`config.mk`:
```
export PLATFORM = sky130hd
export DESIGN_NAME = jb_intr_agg
export DESIGN_NICKNAME = d
export VERILOG_FILES = /design/src/rtl/jb_intr_agg.sv
export SDC_FILE = /design/constraint.sdc
export NUM_CORES = 1
export LEC_CHECK = 0
export BUFFER_PORTS_ARGS = -buffer_cell sky130_fd_sc_hd__buf_4
export CORE_MARGIN = 2
export CORE_UTILIZATION = 35
export DETAILED_ROUTE_END_ITERATION = 8
export GPL_TIMING_DRIVEN = 0
export SYNTH_ARGS = -nofsm -noshare
export SYNTH_HDL_FRONTEND = slang
export SYNTH_SLANG_ARGS = --single-unit
```
`constraint.sdc`:
```
create_clock -name clk -period 14 [get_ports clk]
set_input_delay 0.7 -clock clk [delete_from_list [all_inputs] [get_ports clk]]
set_output_delay 0.7 -clock clk [all_outputs]
set_load 0.01 [all_outputs]
```
`src/rtl/jb_intr_agg.sv`:
```
// Interrupt aggregator: synchronizes raw sources, latches rising edges into sticky
// pending bits, and drives a masked master interrupt with a guaranteed low gap.
module jb_intr_agg #(
  parameter int N_SRC       = 32,
  parameter int SYNC_STAGES = 2,
  parameter int HOLDOFF     = 8
) (
  input  logic             clk,
  input  logic             rst,
  input  logic [N_SRC-1:0] src_in,
  input  logic [N_SRC-1:0] pl_irq_mask,
  input  logic [N_SRC-1:0] pl_irq_clear,
  input  logic             pl_master_irq_mask,
  output logic [N_SRC-1:0] pl_irq,
  output logic [N_SRC-1:0] src_sync,
  output logic             pl_master_irq,
  output logic [15:0]      irq_count
);

  localparam int WARM_W = $clog2(SYNC_STAGES + 2);
  localparam logic [WARM_W-1:0] WARM_DONE = WARM_W'(SYNC_STAGES + 1);
  localparam logic [7:0] HOLD_INIT = 8'((HOLDOFF > 0) ? HOLDOFF - 1 : 0);
  localparam bit NO_HOLD = (HOLDOFF == 0);

  typedef enum logic [1:0] {
    ST_IDLE   = 2'd0,
    ST_ASSERT = 2'd1,
    ST_HOLD   = 2'd2
  } state_t;

  logic [N_SRC-1:0] sync_q [SYNC_STAGES];
  logic [N_SRC-1:0] src_d;
  logic [N_SRC-1:0] rise;
  logic [WARM_W-1:0] warm;
  logic             armed;
  logic             pending_any;
  state_t           state, state_nx;
  logic [7:0]       hold_cnt, hold_cnt_nx;
  logic             count_inc;

  always_ff @(posedge clk or posedge rst) begin
    if (rst) begin
      for (int i = 0; i < SYNC_STAGES; i++) sync_q[i] <= '0;
    end else begin
      sync_q[0] <= src_in;
      for (int i = 1; i < SYNC_STAGES; i++) sync_q[i] <= sync_q[i-1];
    end
  end

  assign src_sync = sync_q[SYNC_STAGES-1];

  // Edges are ignored until the chain has refilled after reset, so a source that
  // was already high at reset release is not mistaken for a fresh rising edge.
  assign armed = (warm == WARM_DONE);
  assign rise  = armed ? (src_sync & ~src_d) : '0;

  always_ff @(posedge clk or posedge rst) begin
    if (rst) begin
      warm   <= '0;
      src_d  <= '0;
      pl_irq <= '0;
    end else begin
      if (!armed) warm <= warm + 1'b1;
      src_d  <= src_sync;
      pl_irq <= rise | (pl_irq & ~pl_irq_clear);
    end
  end

  assign pending_any = (|(pl_irq & ~pl_irq_mask)) & ~pl_master_irq_mask;

  always_comb begin
    state_nx    = state;
    hold_cnt_nx = hold_cnt;
    count_inc   = 1'b0;
    case (state)
      ST_IDLE: begin
        if (pending_any) begin
          state_nx  = ST_ASSERT;
          count_inc = 1'b1;
        end
      end
      ST_ASSERT: begin
        if (!pending_any) begin
          state_nx    = NO_HOLD ? ST_IDLE : ST_HOLD;
          hold_cnt_nx = HOLD_INIT;
        end
      end
      ST_HOLD: begin
        if (hold_cnt == 8'd0) state_nx = ST_IDLE;
        else                  hold_cnt_nx = hold_cnt - 8'd1;
      end
      default: state_nx = ST_IDLE;
    endcase
  end

  always_ff @(posedge clk or posedge rst) begin
    if (rst) begin
      state     <= ST_IDLE;
      hold_cnt  <= '0;
      irq_count <= '0;
    end else begin
      state    <= state_nx;
      hold_cnt <= hold_cnt_nx;
      if (count_inc && (irq_count != 16'hFFFF)) irq_count <= irq_count + 16'd1;
    end
  end

  assign pl_master_irq = (state == ST_ASSERT);

endmodule

```
Word level (Yosys, flattened, before mapping)
Index checks and enable logic that the tools add are counted.
{ "word_totals": {"inputBits": 99, "register_bits": 156, "out_inout_bits": 81} }
{ "op_classes": {"n_eq_ne": 8, "reduce_logical": 7, "add_sub_neg": 3, "bitwise_logic": 9, "mux": 10} }
{ "ops": {"columns": ["operator", "count"], "rows": [
  ["$and 32x32->32", 3],
  ["$not 32->32", 3],
  ["$mux 32", 1],
  ["$or 32x32->32", 1],
  ["$reduce_or 32->1", 1],
  ["$add 16x1->16 const B", 1],
  ["$mux 8", 2],
  ["$ne 16x16->1 const B", 1],
  ["$pmux 8 s2", 1],
  ["$logic_not 8->1", 1],
  ["$ne 2x2->1 const B", 4],
  ["$sub 8x1->8 const B", 1],
  ["$mux 2", 3],
  ["$pmux 2 s3", 1],
  ["$reduce_and 3->1", 2],
  ["$eq 2x2->1 const B", 2],
  ["$add 2x1->2 const B", 1],
  ["$eq 2x1->1 const B", 1],
  ["$logic_not 2->1", 1],
  ["$mux 1", 2],
  ["$reduce_bool 2->1", 1],
  ["$and 1x1->1", 1],
  ["$logic_and 1x1->1", 1],
  ["$not 1->1", 1]
]} }

Logic depth before layout (Yosys ltp)
{ "logic_depth": {"ltp_word": 7, "mapped_depth": 8, "ltp_nobuf": 8} }

Least setup slack after synthesis
No wires, ideal clock.
{ "synth_path": {"path_type": "input -> register", "start": "in pl_irq_mask[28]", "end": "reg irq_count[1]", "setup_ns": 0.125, "path_stages": 6, "setup_slack_ns": 11.995, "n_path_buf": 1, "required_time_ns": 13.875, "t_arrival_ns": 1.881, "cell_sequence": "o22ai_1 -> nor4_1 -> and4_1 -> clkbuf_1 -> nor2_1 -> mux2_2"} }
{ "synth_via": {"elab_chain_cells": 7} }
{ "synth_rtl": {"columns": ["element", "line_no", "source"], "rows": [
  ["start: declaration", "11", "input logic [N_SRC-1:0] pl_irq_mask,"],
  ["$not 32->32", "69", "assign pending_any = (|(pl_irq & ~pl_irq_mask)) & ~pl_master_irq_mask;"],
  ["$and 32x32->32", "69", null],
  ["$reduce_or 32->1", "69", null],
  ["$and 1x1->1", "69", null],
  ["$mux 1", "77", "if (pending_any) begin"],
  ["$mux 1", "75", "case (state)"],
  ["$logic_and 1x1->1", "104", "if (count_inc && (irq_count != 16'hFFFF)) irq_count <= irq_count + 16'd1;"],
  ["end signal: assignment", "104", null],
  ["end: declaration", "17", "output logic [15:0] irq_count"]
]} }
Every way passes these cells.
A chain may end at the register's enable or synchronous reset.

Final worst setup path
{ "layout_path": {"start": "reg pl_irq[8]", "end": "reg irq_count[1]"} }
{ "layout_via": {"elab_chain_cells": 6} }
{ "layout_rtl": {"columns": ["element", "line_no", "source"], "rows": [
  ["start: declaration", "14", "output logic [N_SRC-1:0] pl_irq,"],
  ["start signal: assignment", "65", "pl_irq <= rise | (pl_irq & ~pl_irq_clear);"],
  ["$and 32x32->32", "69", null],
  ["$reduce_or 32->1", "69", null],
  ["$and 1x1->1", "69", null],
  ["$mux 1", "77", null],
  ["$mux 1", "75", null],
  ["$logic_and 1x1->1", "104", null]
]} }
Every way passes these cells.

==> run metrics <==
pin count of the biggest net entering global routing=93; unrepaired setup endpoints after global routing=no; Hold/Removal Path Class=in -> async; Startpoint Class=flop; Synth Register Bits=~160; Nets=719; P_leak=3.77 nW; Reg2Reg Depth=7; Detailed Routing Iterations Pass 1=4; most common cell in the netlist=dfrtp_1; root buf cell=clkbuf_16; input/output buffers=about 180; WP data required=14.31 ns; CTS max path bufs=2; clock sinks=156; number of enable flip-flop cells after synthesis=0; post-route ant nets=0; post-synthesis sequential area ratio=a little over two thirds; DRC viols=0; Ys Warns=0; post-route setup slack=11.54 ns; CP Capture Type=flop; Synth-to-Final Area Change=40.7%; synthesized cell area=between 5000 and 6000 µm²; worst endpoint data arrival time=2.77 ns; Worst Tran Pin Value=a little under 0.7 ns; Reg2Reg Launch Point=pl_irq[8]; worst-path maximum fanout=10; main flop type after synthesis=dfrtp_1; cts-stage hold buffer count=0; R2R Path End=irq_count[1]; DP Wirelength=around 9 mm; max_slew headroom=54.3%; top cells by area, synth=dfrtp_1 71%, buf_4 4.4%, nand3b_1 4.4%; DR vias/cell=4.50; Hold Fails Final Rpt=0; Die H=roughly 130 µm; r2r setup slk=11.54 ns; Cell Rows=45; Overall Power=0.00115 W; average wire per standard cell=roughly 15 µm; Gates resized, CTS repair=0; Post-Route WL=12.3 mm; Post-Syn Area per Cell=13.2 µm²; placer congestion estimate=just over 0.8; Peak VDD IR=99.1 µV; grt ovf=0; Starting Density=between 30 and 40%; Synth Net Count=520; Synth top area share=70.8%; H-tree Lvls=4; worst clock skew=a little under 0.008 ns; Worst-path clk slew=approximately 0.06 ns; ratio of cells with drive above 1 in the final layout=39.6%; Total Die Area=16,800 µm²; Clk Latency, worst-skew pair=0.42 ns; CTS tree=built; global-route wire length before repair=a little under 20 mm; die boundary width=approximately 130 µm; Placeable Area=15,300 µm²; status=completed; fin crit period=about 2.5 ns; Top Ports=180; Post-synth ARST share=100%; Synth cell types=33; top post-synthesis cells by count=156 x dfrtp_1, 39 x inv_1, 36 x o21ai_0; Peak Freq=407 MHz; number of buffers created by CTS=17; final period utilization=between 15 and 20%; DRT iter0 DRCs=184; via count=3,781; Synth Instances=417; pre-CTS setup slack=~11 ns; Total GRT Usage=15.5%; final slew viol count=0; initial antenna violation count=1; Fin Setup TNS=0 ns; Finish-stage setup viols=0; Power Dens Cells=148 nW/µm²; Post-CTS Setup Bufs=0; worst setup path class=reg -> reg; vias in the first global route=between 3,000 and 4,000; Yosys top cell by area=dfrtp_1; Max-Cap Viols=0
[critical path: stages, from the launching register on]
cell and delay [ns]:
dfrtp_1 0.38, inv_1 0.10, o22ai_1 0.09, nor4_1 0.57, and4_1 0.38, clkbuf_1 0.39
nor2_1 0.15, mux2_2 0.29
[worst max path at each step]
stage / slack, ns / depth (start not counted) / end / from
after floorplan: 9.09 / 1 / hold_cnt[0] / rst
after global placement: 7.49 / 2 / src_sync[15] / rst
after detailed placement: 11.13 / 7 / irq_count[1] / pl_irq_mask[1]
after CTS: 11.41 / 7 / irq_count[1] / pl_irq[10]
after global routing: 11.32 / 7 / hold_cnt[0] / pl_irq[10]
final: 11.54 / 7 / irq_count[1] / pl_irq[8]
[final cells by class]
class	count	area, µm²
Multi-Input combinational cell	184	1200
Clock inverter	10	141
Buffer	38	270
Tap cell	211	264
Clock buffer	21	460
Timing Repair Buffer	180	1370
Inverter	39	151
Sequential cell	156	3900
Fill cell	1396	7550
Antenna cell	1	2.50
[placed cells by master (no fill, tap or decap), drive strengths merged, types with 3 or more instances in the layout]
cell type / count
nor2: 11
nand2: 13
clkbuf: 26
ha: 4
and4: 3
bufinv: 3
nor4: 9
xor2: 14
xnor2: 3
dfrtp: 156
nand3: 5
nand4: 4
inv: 39
o22ai: 17
o21ai: 36
a21oi: 3
nor3: 12
clkinvlp: 5
or4: 3
nand3b: 32
buf: 213
[flip-flops by register name (all words and copies together), names as in the netlist]
signal	count
pl_irq	32
state	2
src_d	32
src_sync	32
warm	2
sync_q	32
hold_cnt	8
irq_count	16
[power by group]
part	internal (W)	switching, W
sequential	0.000491	0.0000347
clock	0.000289	0.000177
combinational	0.0000817	0.0000744
total	0.000862	0.000287
[per-stage QoR]
step / utilization (%) / hold WS (ns) / cells / cell area (µm²)
floorplan: - / 0.331 / 417 / 5520
global placement: 46.5 / 0.332 / 807 / 7120
detailed placement: 46.7 / 0.335 / 808 / 7160
CTS: 50.7 / 0.345 / 839 / 7760
global route: 50.7 / 0.346 / 839 / 7760
finish: 50.7 / 0.342 / 840 / 7760
[logic make-up after synthesis]
logic type	count (synthesis)	share of synthesized area, %
AND/OR/NAND/NOR	99	10.9
flip-flops	156	70.8
multiplexers	2	0.408
buffers and inverters	77	7.55
adder cells (fa/ha/maj)	4	0.907
AO/OA/AOI/OAI	62	6.76
XOR/XNOR	17	2.70
[metal layers]
metal | GRT usage (%) | wire, µm | part of all wire [%]
met2 | 23.1 | 5640 | 46
met4 | 7.40 | 289 | 2.4
met3 | 5.24 | 911 | 7.4
met5 | 0 | 0 | 0
met1 | 20.5 | 5440 | 44
Note: power is estimated with default switching activity, not from simulation.
